<file path="src/rtl/dm_access_ctrl_if.sv">
// Bus bundle between the CPU/data-memory side and dm_access_ctrl.
// master = CPU request side plus data-memory model; slave = the controller.
interface dm_access_ctrl_if;
    logic        req_valid;
    logic        req_ready;
    logic        req_we;
    logic [1:0]  req_size;
    logic        req_unsigned;
    logic [7:0]  req_addr;
    logic [31:0] req_wdata;
    logic        resp_valid;
    logic [31:0] resp_rdata;
    logic        resp_err;
    logic        Men_Write;
    logic [5:0]  DM_Addr;
    logic [31:0] M_W_Data;
    logic [31:0] M_R_Data;

    modport master (
        output req_valid, req_we, req_size, req_unsigned, req_addr, req_wdata, M_R_Data,
        input  req_ready, resp_valid, resp_rdata, resp_err, Men_Write, DM_Addr, M_W_Data
    );

    modport slave (
        input  req_valid, req_we, req_size, req_unsigned, req_addr, req_wdata, M_R_Data,
        output req_ready, resp_valid, resp_rdata, resp_err, Men_Write, DM_Addr, M_W_Data
    );
endinterface

</file>
<file path="src/rtl/dm_access_ctrl.sv">
// Byte/halfword/word load-store controller in front of a synchronous word-wide data memory.
// Optional alignment checking is enabled by defining DM_CTRL_ALIGN_CHK_EN.
module dm_access_ctrl (
    input  logic              clk_dm,
    input  logic              rst_n,
    dm_access_ctrl_if.slave   bus
);

    typedef enum logic [2:0] {IDLE, RD, CAP, WR, RESP} state_t;

    state_t      state_q;
    logic        we_q;
    logic        uns_q;
    logic [1:0]  size_q;
    logic [1:0]  lane_q;
    logic [15:0] wdata_q;

    logic        req_ready_q;
    logic        resp_valid_q;
    logic        resp_err_q;
    logic [31:0] resp_rdata_q;
    logic        men_write_q;
    logic [5:0]  dm_addr_q;
    logic [31:0] m_w_data_q;

    logic        mis_d;
    logic [31:0] byte_sh_d;
    logic [31:0] half_sh_d;
    logic [31:0] load_d;
    logic [31:0] merge_d;

    // NOTE: every variable written in always_comb gets a default first, so no path can infer a latch.
    always_comb begin
        mis_d = 1'b0;
`ifdef DM_CTRL_ALIGN_CHK_EN
        if (bus.req_size == 2'b01) begin
            mis_d = bus.req_addr[0];
        end else if (bus.req_size[1]) begin
            mis_d = |bus.req_addr[1:0];
        end
`endif
    end

    // Lane extraction and merge work on the word returned for the latched address.
    always_comb begin
        byte_sh_d = bus.M_R_Data >> {lane_q, 3'b000};
        half_sh_d = bus.M_R_Data >> {lane_q[1], 4'b0000};
        load_d    = bus.M_R_Data;
        merge_d   = bus.M_R_Data;
        unique case (size_q)
            2'b00:   load_d = uns_q ? {24'b0, byte_sh_d[7:0]}
                                    : {{24{byte_sh_d[7]}}, byte_sh_d[7:0]};
            2'b01:   load_d = uns_q ? {16'b0, half_sh_d[15:0]}
                                    : {{16{half_sh_d[15]}}, half_sh_d[15:0]};
            default: load_d = bus.M_R_Data;
        endcase
        if (size_q[0]) begin
            merge_d = (bus.M_R_Data & ~(32'h0000_FFFF << {lane_q[1], 4'b0000}))
                    | ({16'b0, wdata_q} << {lane_q[1], 4'b0000});
        end else begin
            merge_d = (bus.M_R_Data & ~(32'h0000_00FF << {lane_q, 3'b000}))
                    | ({24'b0, wdata_q[7:0]} << {lane_q, 3'b000});
        end
    end

    // NOTE: sequential state uses non-blocking assignments only, so all registers update together at the edge.
    always_ff @(posedge clk_dm or negedge rst_n) begin
        if (!rst_n) begin
            // NOTE: the latched request fields are reset too, keeping the datapath free of X after reset.
            state_q      <= IDLE;
            we_q         <= 1'b0;
            uns_q        <= 1'b0;
            size_q       <= 2'b00;
            lane_q       <= 2'b00;
            wdata_q      <= 16'b0;
            req_ready_q  <= 1'b1;
            resp_valid_q <= 1'b0;
            resp_err_q   <= 1'b0;
            resp_rdata_q <= 32'b0;
            men_write_q  <= 1'b0;
            dm_addr_q    <= 6'b0;
            m_w_data_q   <= 32'b0;
        end else begin
            unique case (state_q)
                IDLE: begin
                    if (bus.req_valid) begin
                        we_q         <= bus.req_we;
                        uns_q        <= bus.req_unsigned;
                        size_q       <= bus.req_size;
                        lane_q       <= bus.req_addr[1:0];
                        wdata_q      <= bus.req_wdata[15:0];
                        req_ready_q  <= 1'b0;
                        resp_rdata_q <= 32'b0;
                        resp_err_q   <= mis_d;
                        if (mis_d) begin
                            // Misaligned: no memory cycle at all, answer straight away.
                            resp_valid_q <= 1'b1;
                            state_q      <= RESP;
                        end else if (bus.req_we && bus.req_size[1]) begin
                            dm_addr_q   <= bus.req_addr[7:2];
                            m_w_data_q  <= bus.req_wdata;
                            men_write_q <= 1'b1;
                            state_q     <= WR;
                        end else begin
                            dm_addr_q <= bus.req_addr[7:2];
                            state_q   <= RD;
                        end
                    end
                end
                RD: begin
                    state_q <= CAP;
                end
                CAP: begin
                    if (we_q) begin
                        m_w_data_q  <= merge_d;
                        men_write_q <= 1'b1;
                        state_q     <= WR;
                    end else begin
                        resp_rdata_q <= load_d;
                        resp_valid_q <= 1'b1;
                        state_q      <= RESP;
                    end
                end
                WR: begin
                    men_write_q  <= 1'b0;
                    resp_valid_q <= 1'b1;
                    state_q      <= RESP;
                end
                RESP: begin
                    resp_valid_q <= 1'b0;
                    resp_err_q   <= 1'b0;
                    req_ready_q  <= 1'b1;
                    state_q      <= IDLE;
                end
                default: begin
                    men_write_q  <= 1'b0;
                    resp_valid_q <= 1'b0;
                    req_ready_q  <= 1'b1;
                    state_q      <= IDLE;
                end
            endcase
        end
    end

    assign bus.req_ready  = req_ready_q;
    assign bus.resp_valid = resp_valid_q;
    assign bus.resp_err   = resp_err_q;
    assign bus.resp_rdata = resp_rdata_q;
    assign bus.Men_Write  = men_write_q;
    assign bus.DM_Addr    = dm_addr_q;
    assign bus.M_W_Data   = m_w_data_q;

endmodule

</file>
<file path="src/flat_wrapper.sv">
// flat-port wrapper written by rule: the top's interface ports become plain ports
module dm_access_ctrl_flat 
  (clk_dm, rst_n, bus_req_valid, bus_req_we, bus_req_size, bus_req_unsigned, bus_req_addr, bus_req_wdata, bus_M_R_Data, bus_req_ready, bus_resp_valid, bus_resp_rdata, bus_resp_err, bus_Men_Write, bus_DM_Addr, bus_M_W_Data);
  dm_access_ctrl_if bus_i ();
  input  logic clk_dm;
  input  logic rst_n;
  input wire logic [$bits(bus_i.req_valid)-1:0] bus_req_valid;
  input wire logic [$bits(bus_i.req_we)-1:0] bus_req_we;
  input wire logic [$bits(bus_i.req_size)-1:0] bus_req_size;
  input wire logic [$bits(bus_i.req_unsigned)-1:0] bus_req_unsigned;
  input wire logic [$bits(bus_i.req_addr)-1:0] bus_req_addr;
  input wire logic [$bits(bus_i.req_wdata)-1:0] bus_req_wdata;
  input wire logic [$bits(bus_i.M_R_Data)-1:0] bus_M_R_Data;
  output wire logic [$bits(bus_i.req_ready)-1:0] bus_req_ready;
  output wire logic [$bits(bus_i.resp_valid)-1:0] bus_resp_valid;
  output wire logic [$bits(bus_i.resp_rdata)-1:0] bus_resp_rdata;
  output wire logic [$bits(bus_i.resp_err)-1:0] bus_resp_err;
  output wire logic [$bits(bus_i.Men_Write)-1:0] bus_Men_Write;
  output wire logic [$bits(bus_i.DM_Addr)-1:0] bus_DM_Addr;
  output wire logic [$bits(bus_i.M_W_Data)-1:0] bus_M_W_Data;
  assign bus_i.req_valid = bus_req_valid;
  assign bus_i.req_we = bus_req_we;
  assign bus_i.req_size = bus_req_size;
  assign bus_i.req_unsigned = bus_req_unsigned;
  assign bus_i.req_addr = bus_req_addr;
  assign bus_i.req_wdata = bus_req_wdata;
  assign bus_i.M_R_Data = bus_M_R_Data;
  assign bus_req_ready = bus_i.req_ready;
  assign bus_resp_valid = bus_i.resp_valid;
  assign bus_resp_rdata = bus_i.resp_rdata;
  assign bus_resp_err = bus_i.resp_err;
  assign bus_Men_Write = bus_i.Men_Write;
  assign bus_DM_Addr = bus_i.DM_Addr;
  assign bus_M_W_Data = bus_i.M_W_Data;
  dm_access_ctrl u_core (.clk_dm(clk_dm), .rst_n(rst_n), .bus(bus_i));
endmodule
</file>
<file path="config.mk">
export PLATFORM = sky130hd
export DESIGN_NAME = dm_access_ctrl_flat
export DESIGN_NICKNAME = d
export VERILOG_FILES = /design/src/rtl/dm_access_ctrl_if.sv /design/src/rtl/dm_access_ctrl.sv /design/src/flat_wrapper.sv
export SDC_FILE = /design/constraint.sdc
export NUM_CORES = 1
export LEC_CHECK = 0
export ABC_AREA = 1
export ABC_CLOCK_PERIOD_IN_PS = 1900
export CORE_MARGIN = 10
export CORE_UTILIZATION = 39
export DETAILED_ROUTE_END_ITERATION = 8
export PLACE_DENSITY = 0.78
export SYNTH_ARGS = -nofsm -noshare
export SYNTH_HDL_FRONTEND = slang
export SYNTH_SLANG_ARGS = --single-unit
</file>
<file path="constraint.sdc">
create_clock -name clk_dm -period 1.9 [get_ports clk_dm]
set_clock_uncertainty 0.15 [all_clocks]
set_input_delay 0.19 -clock clk_dm [delete_from_list [all_inputs] [get_ports clk_dm]]
set_output_delay 0.19 -clock clk_dm [all_outputs]
set_load 0.01 [all_outputs]
</file>
* Yosys cells after proc, flatten, opt, wreduce, memory -nomap -nowiden *
Index checks and enable logic that the tools add are counted.

storage, ports and cells
  output and inout port bits = 74
  register bits after elaboration = 99
  input port bits = 79
  word-level logic and storage cells = 76

operators by class
  shift operators = 6
  muxes and demuxes = 24
  equality and inequality tests = 9
  reductions and logical operators = 15
  bitwise gates (word level) = 9

operators by type and width
  operator                                                             count
  32-bit two-way mux                                                   8
  32-bit one-hot mux with 2 select lines                               3
  32-bit AND                                                           2
  32-bit inverter                                                      2
  32-bit bitwise OR                                                    2
  16-bit by 5-bit << shifter with 32-bit output                        1
  16-bit by 5-bit << shifter with 32-bit output, first input constant  1
  8-bit by 5-bit << shifter with 32-bit output                         1
  8-bit by 5-bit << shifter with 32-bit output, first input constant   1
  32-bit by 5-bit right shift with 16-bit output                       1
  32-bit by 5-bit right shift with 8-bit output                        1
  3-bit one-hot mux with 4 select lines                                1
  2-bit AND reduction                                                  4
  4-bit AND reduction                                                  2
  3-bit by 2-bit == test with 1-bit output, second input constant      2
  3-bit two-way mux                                                    2
  1-bit one-hot mux with 3 select lines                                2
  1-bit two-way mux                                                    5
  2-bit by 1-bit != test with 1-bit output, second input constant      2
  2-bit != test, second input constant                                 2
  1-bit one-hot mux with 2 select lines                                2
  2-bit nonzero test                                                   2
  2-bit OR reduction                                                   2
  3-bit by 1-bit == test with 1-bit output, second input constant      1
  other kinds (9)                                                      11

* Logic depth before layout (Yosys ltp) *
  depth in word-level cells = 7
  mapped depth = 10
  depth with buffers taken out = 9

* Worst setup path before layout *
OpenSTA, ideal clock, no wires.

  kind = register -> register
  from = register u_core.lane_q[0]
  to = register u_core.m_w_data_q[6], in the netlist u_core.bus.M_W_Data[6]
  setup time = 117 ps
  period minus slack after synthesis = 1566 ps
  stages on the path, launching flop included = 8
  setup slack = 334 ps
  data arrival time = 1299 ps
  data required time = 1633 ps
  cells stage by stage = dfrtp_1 -> nor2_1 -> clkbuf_1 -> a21oi_1 -> o21ai_0 -> nand2_1 -> nand3_1 -> nand2_1

on the way
  longest elaborated chain between the ends = 7
  elaborated cells between the ends (all ways) = 8
  classes of those cells = 2 x shift; 3 x mux; 3 x bitwise

RTL lines
  element                                       RTL line               source
  start, declared                               dm_access_ctrl.sv:15   logic [1:0] lane_q;
  start signal, assigned                        dm_access_ctrl.sv:90   lane_q <= bus.req_addr[1:0];
  8-bit by 5-bit << shifter with 32-bit output  dm_access_ctrl.sv:61   merge_d = (bus.M_R_Data & ~(32'h0000_00FF << {lane_q, 3'b000}))
  32-bit inverter                               dm_access_ctrl.sv:61
  32-bit AND                                    dm_access_ctrl.sv:61
  32-bit bitwise OR *                           dm_access_ctrl.sv:62   | ({24'b0, wdata_q[7:0]} << {lane_q, 3'b000});
  32-bit two-way mux *                          dm_access_ctrl.sv:57   if (size_q[0]) begin
  32-bit two-way mux *                          dm_access_ctrl.sv:114  if (we_q) begin
  32-bit one-hot mux with 2 select lines *      dm_access_ctrl.sv:84   unique case (state_q)
  end signal, assigned                          dm_access_ctrl.sv:101  m_w_data_q <= bus.req_wdata;
  end signal, assigned                          dm_access_ctrl.sv:115  m_w_data_q <= merge_d;
  end, declared                                 dm_access_ctrl.sv:24   logic [31:0] m_w_data_q;

Every way passes the cells marked *; elsewhere a longest branch is shown, timed or not. The select of a mux whose other input is x is not followed.
A chain may end at the register's enable or synchronous reset.

* Worst setup path in the final report *
  from = register u_core.state_q[2]
  to = register u_core.resp_rdata_q[4], in the netlist u_core.bus.resp_rdata[4]

on the way
  longest elaborated chain between the ends = 3
  elaborated cells between the ends (all ways) = 7
  classes of those cells = 3 x eq/ne; 1 x mux; 3 x reduce/logical

RTL lines
  element                                                                      RTL line               source
  start, declared                                                              dm_access_ctrl.sv:11   state_t state_q;
  start signal, assigned                                                       dm_access_ctrl.sv:70   state_q <= IDLE;
  start signal, assigned                                                       dm_access_ctrl.sv:98   state_q <= RESP;
  start signal, assigned                                                       dm_access_ctrl.sv:103  state_q <= WR;
  3-bit by 2-bit == test with 1-bit output or 3-bit zero test (tied branches)  dm_access_ctrl.sv:84
  2-bit != test (no line) or 2-bit nonzero test (tied branches)                --
  3-bit AND reduction (no line)                                                --
  end signal, assigned                                                         dm_access_ctrl.sv:119  resp_rdata_q <= load_d;
  end, declared                                                                dm_access_ctrl.sv:21   logic [31:0] resp_rdata_q;

Parallel ways exist; a longest one is shown, timed or not.

==> flow_metrics.env <==
export IMPL_drt_total_wl_um=19500
export IMPL_place_congestion=0.924
export IMPL_clkPwrFrac_pct=16.0
export IMPL_critPathKind="flop to flop"
export IMPL_fillers=1337
export IMPL_cts_htree_levels=3
export IMPL_whs_ns=0.167
export IMPL_grt_pass1_wl_um=30500
export IMPL_track_usage_pct=19.3
export IMPL_maxSlewViolCount=0
export IMPL_synth_distinct_cells=22
export IMPL_die_area_mm2=0.0197
export IMPL_p_leak_uw=0.00386
export IMPL_finalCritPeriodShare_pct=93.9
export IMPL_fmax_mhz=560
export IMPL_final_cells=1149
export IMPL_ys_top_cells_by_area="dfrtp_1 (43%), nand2_1 (24%), a21oi_1 (7.8%), o21ai_0 (4.7%), o211ai_1 (4.1%)"
export IMPL_clock_path_buffers=2
export IMPL_ant_nets=0
export IMPL_multiInputGateArea_mm2=0.00276
export IMPL_clk_pin_slew_ns=0.06
export IMPL_ys_ff_latch=98
export IMPL_ir_worst_vdd_uv=816
export IMPL_num_rows=43
export IMPL_drc_errors=0
export IMPL_p_int_uw=7480
export IMPL_nets=1042
export IMPL_hold_class="input port to async pin"
export IMPL_initialDrtViolationCount=589
export IMPL_syn_area_per_cell_um2=6.87
export IMPL_cts_root_buffer="clkbuf_16"
export IMPL_ys_seq_area_share_pct=43.5
export IMPL_viasPerCell=5.19
export IMPL_rsz0062_at_grt="yes"
export IMPL_seqCellArea_mm2=0.00245
export IMPL_crit_arrival_ns=1.86
export IMPL_cts_buffers=9
export IMPL_dr_total_vias=5961
export IMPL_synthesis_area_mm2=0.00565
export IMPL_dpl_instance_area_mm2=0.00741
export IMPL_synth_top_area_share_pct=43.0
export IMPL_cp_end_kind="flop"
export IMPL_cp_max_fo=32
export IMPL_area_delta_synth_final_pct=38.5
export IMPL_cts_num_sinks=98
export IMPL_fin_util_pct=55.7
export IMPL_ys_warn_count=0
export IMPL_start_kind="flop"
export IMPL_hold_viol=0
export IMPL_drive_above_1_share_pct=8.16
export IMPL_fp_coreArea_mm2=0.0140
export IMPL_status="finished, final reports clean"
export IMPL_die_w_um=140
export IMPL_wire_per_inst_um=16.9
export IMPL_firstDrtPassIters=7
export IMPL_start_util_pct=40.2
export IMPL_placed_cells=1131
export IMPL_drv_cap=0
export IMPL_syn_inst=822
export IMPL_syn_num_nets=901
export IMPL_io_pin_count=153
export IMPL_grt_ovfl_total=0
export IMPL_grt_max_degree=48
export IMPL_final_area_mm2=0.00782
export IMPL_final_min_clock_period_ns=1.78
export IMPL_dpl_hpwl_um=14700
export IMPL_clk_latency_ns=0.36
export IMPL_grt_pass1_vias=5660
export IMPL_setup_violations=0
export IMPL_portBuffers=151
export IMPL_swShare_pct=43.8
export IMPL_fp_dieH_um=140
export IMPL_tritoncts="done"
export IMPL_layout_common_cells="nand2_1 (362), clkdlybuf4s50_1 (150), dfrtp_1 (97)"
export IMPL_final_common_cell="nand2_1"
export IMPL_power_frac_comb_pct=56.5
export IMPL_synth_top_area_cell="dfrtp_1"
export IMPL_antenna_found_initial=2
export IMPL_power_switching_uw=5820
export IMPL_sequentialPowerShare_pct=27.5
export IMPL_p_per_area_mw_per_mm2=1700
export IMPL_cp_required_ns=1.98
stage by stage:
step / setup TNS (ns) / worst slack (ns) / power, uW
2_1_floorplan: 0 / 0.334 / 8080
3_3_place_gp: 0 / 0.0553 / 10800
3_5_place_dp: -0.00366 / -0.00342 / 11000
4_1_cts: 0 / 0.0855 / 13200
5_1_grt: -0.0943 / -0.0317 / 14400
6_report: 0 / 0.115 / 13300
cell usage after synthesis, drive strengths merged:
cell type and n:
buf 28, inv 56, clkinv 1, o211ai 31, nor2 16, o21ai 53, clkbuf 22, a21oi 88
o21a 1, nand3 44, dfstp 1, or2 16, dfrtp 97, nand2 367, conb 1
cells by family (layout without fill, tap and decap cells):
kind of cell    Yosys count  after routing  synth area share (%)
simple gates            443            443                  31.7
compound gates          173            173                  16.8
buf+inv                 107            253                  8.00
flops                    98             98                  43.5
other cells               1              2                0.0664
power groups by stage:
stage	registers, uW	logic [uW]	clock network, uW
after global placement	3650	7180	0
after CTS	3650	7400	2170
after detailed placement	3650	7350	0
after floorplan	3850	4230	0
final	3660	7510	2120
after global routing	3780	8350	2240
cell type report:
class | instances | area share [%]
diodes | 1 | 0.0320
inverters | 57 | 2.96
clock buffers | 11 | 3.10
flip-flops and latches | 98 | 31.4
multi-input cells | 617 | 35.3
repair buffers | 180 | 23.0
well taps | 180 | 2.88
clock inverters | 5 | 1.31
critical path: stages (launching register included):
cell      delay, ns
dfrtp_1        0.42
inv_2          0.06
nand2_2        0.11
inv_1          0.06
nand2_1        0.14
nor2_2         0.07
nor2_1         0.20
bufinv_8       0.28
nand2_1        0.07
o21ai_0        0.08
routing by layer:
| layer | share of wire [%] | up-vias | global-route usage (%) |
|---|---|---|---|
| met5 | 0 | - | 0 |
| met4 | 2.0 | 0 | 6.14 |
| met3 | 11 | 34 | 5.81 |
| met2 | 46 | 288 | 30.3 |
| met1 | 41 | 2725 | 24.6 |
| li1 | - | 2914 | - |
what timing repair did:
| item | CTS | global route |
|---|---|---|
| hold buffers | 1 | 0 |
| setup buffers | 0 | 0 |
| endpoints found under the setup margin | 25 | 47 |
| gates resized for setup | 1 | 11 |
| cloned | 0 | 0 |
| endpoints found under the hold margin | 38 | 0 |
worst paths after layout:
kind,startpoint,slack [ns],endpoint,depth (start not counted)
setup / recovery,u_core.state_q[2],0.12,u_core.bus.resp_rdata[4],9
hold / removal,rst_n,0.17,u_core.bus.resp_rdata[15],2
setup reg to reg,u_core.state_q[2],0.12,u_core.bus.resp_rdata[4],9
hold reg to reg,u_core.bus.resp_rdata[15],0.33,u_core.bus.resp_rdata[15],2
max in group asynchronous,rst_n,0.88,u_core.bus.M_W_Data[18],3
min in group clk_dm,bus_req_addr[2],0.21,u_core.bus.DM_Addr[0],3
state kept, by name, indices dropped and copies added (netlist names):
| name | flops |
|---|---|
| u_core.state_q | 3 |
| u_core.bus.DM_Addr | 6 |
| u_core.bus.resp_valid | 1 |
| u_core.size_q | 2 |
| u_core.bus.M_W_Data | 32 |
| u_core.wdata_q | 16 |
| u_core.we_q | 1 |
| u_core.bus.resp_rdata | 32 |
| u_core.bus.req_ready | 1 |
| u_core.bus.Men_Write | 1 |
| u_core.lane_q | 2 |
| u_core.uns_q | 1 |
No activity file was read; power rests on OpenSTA's default activity.
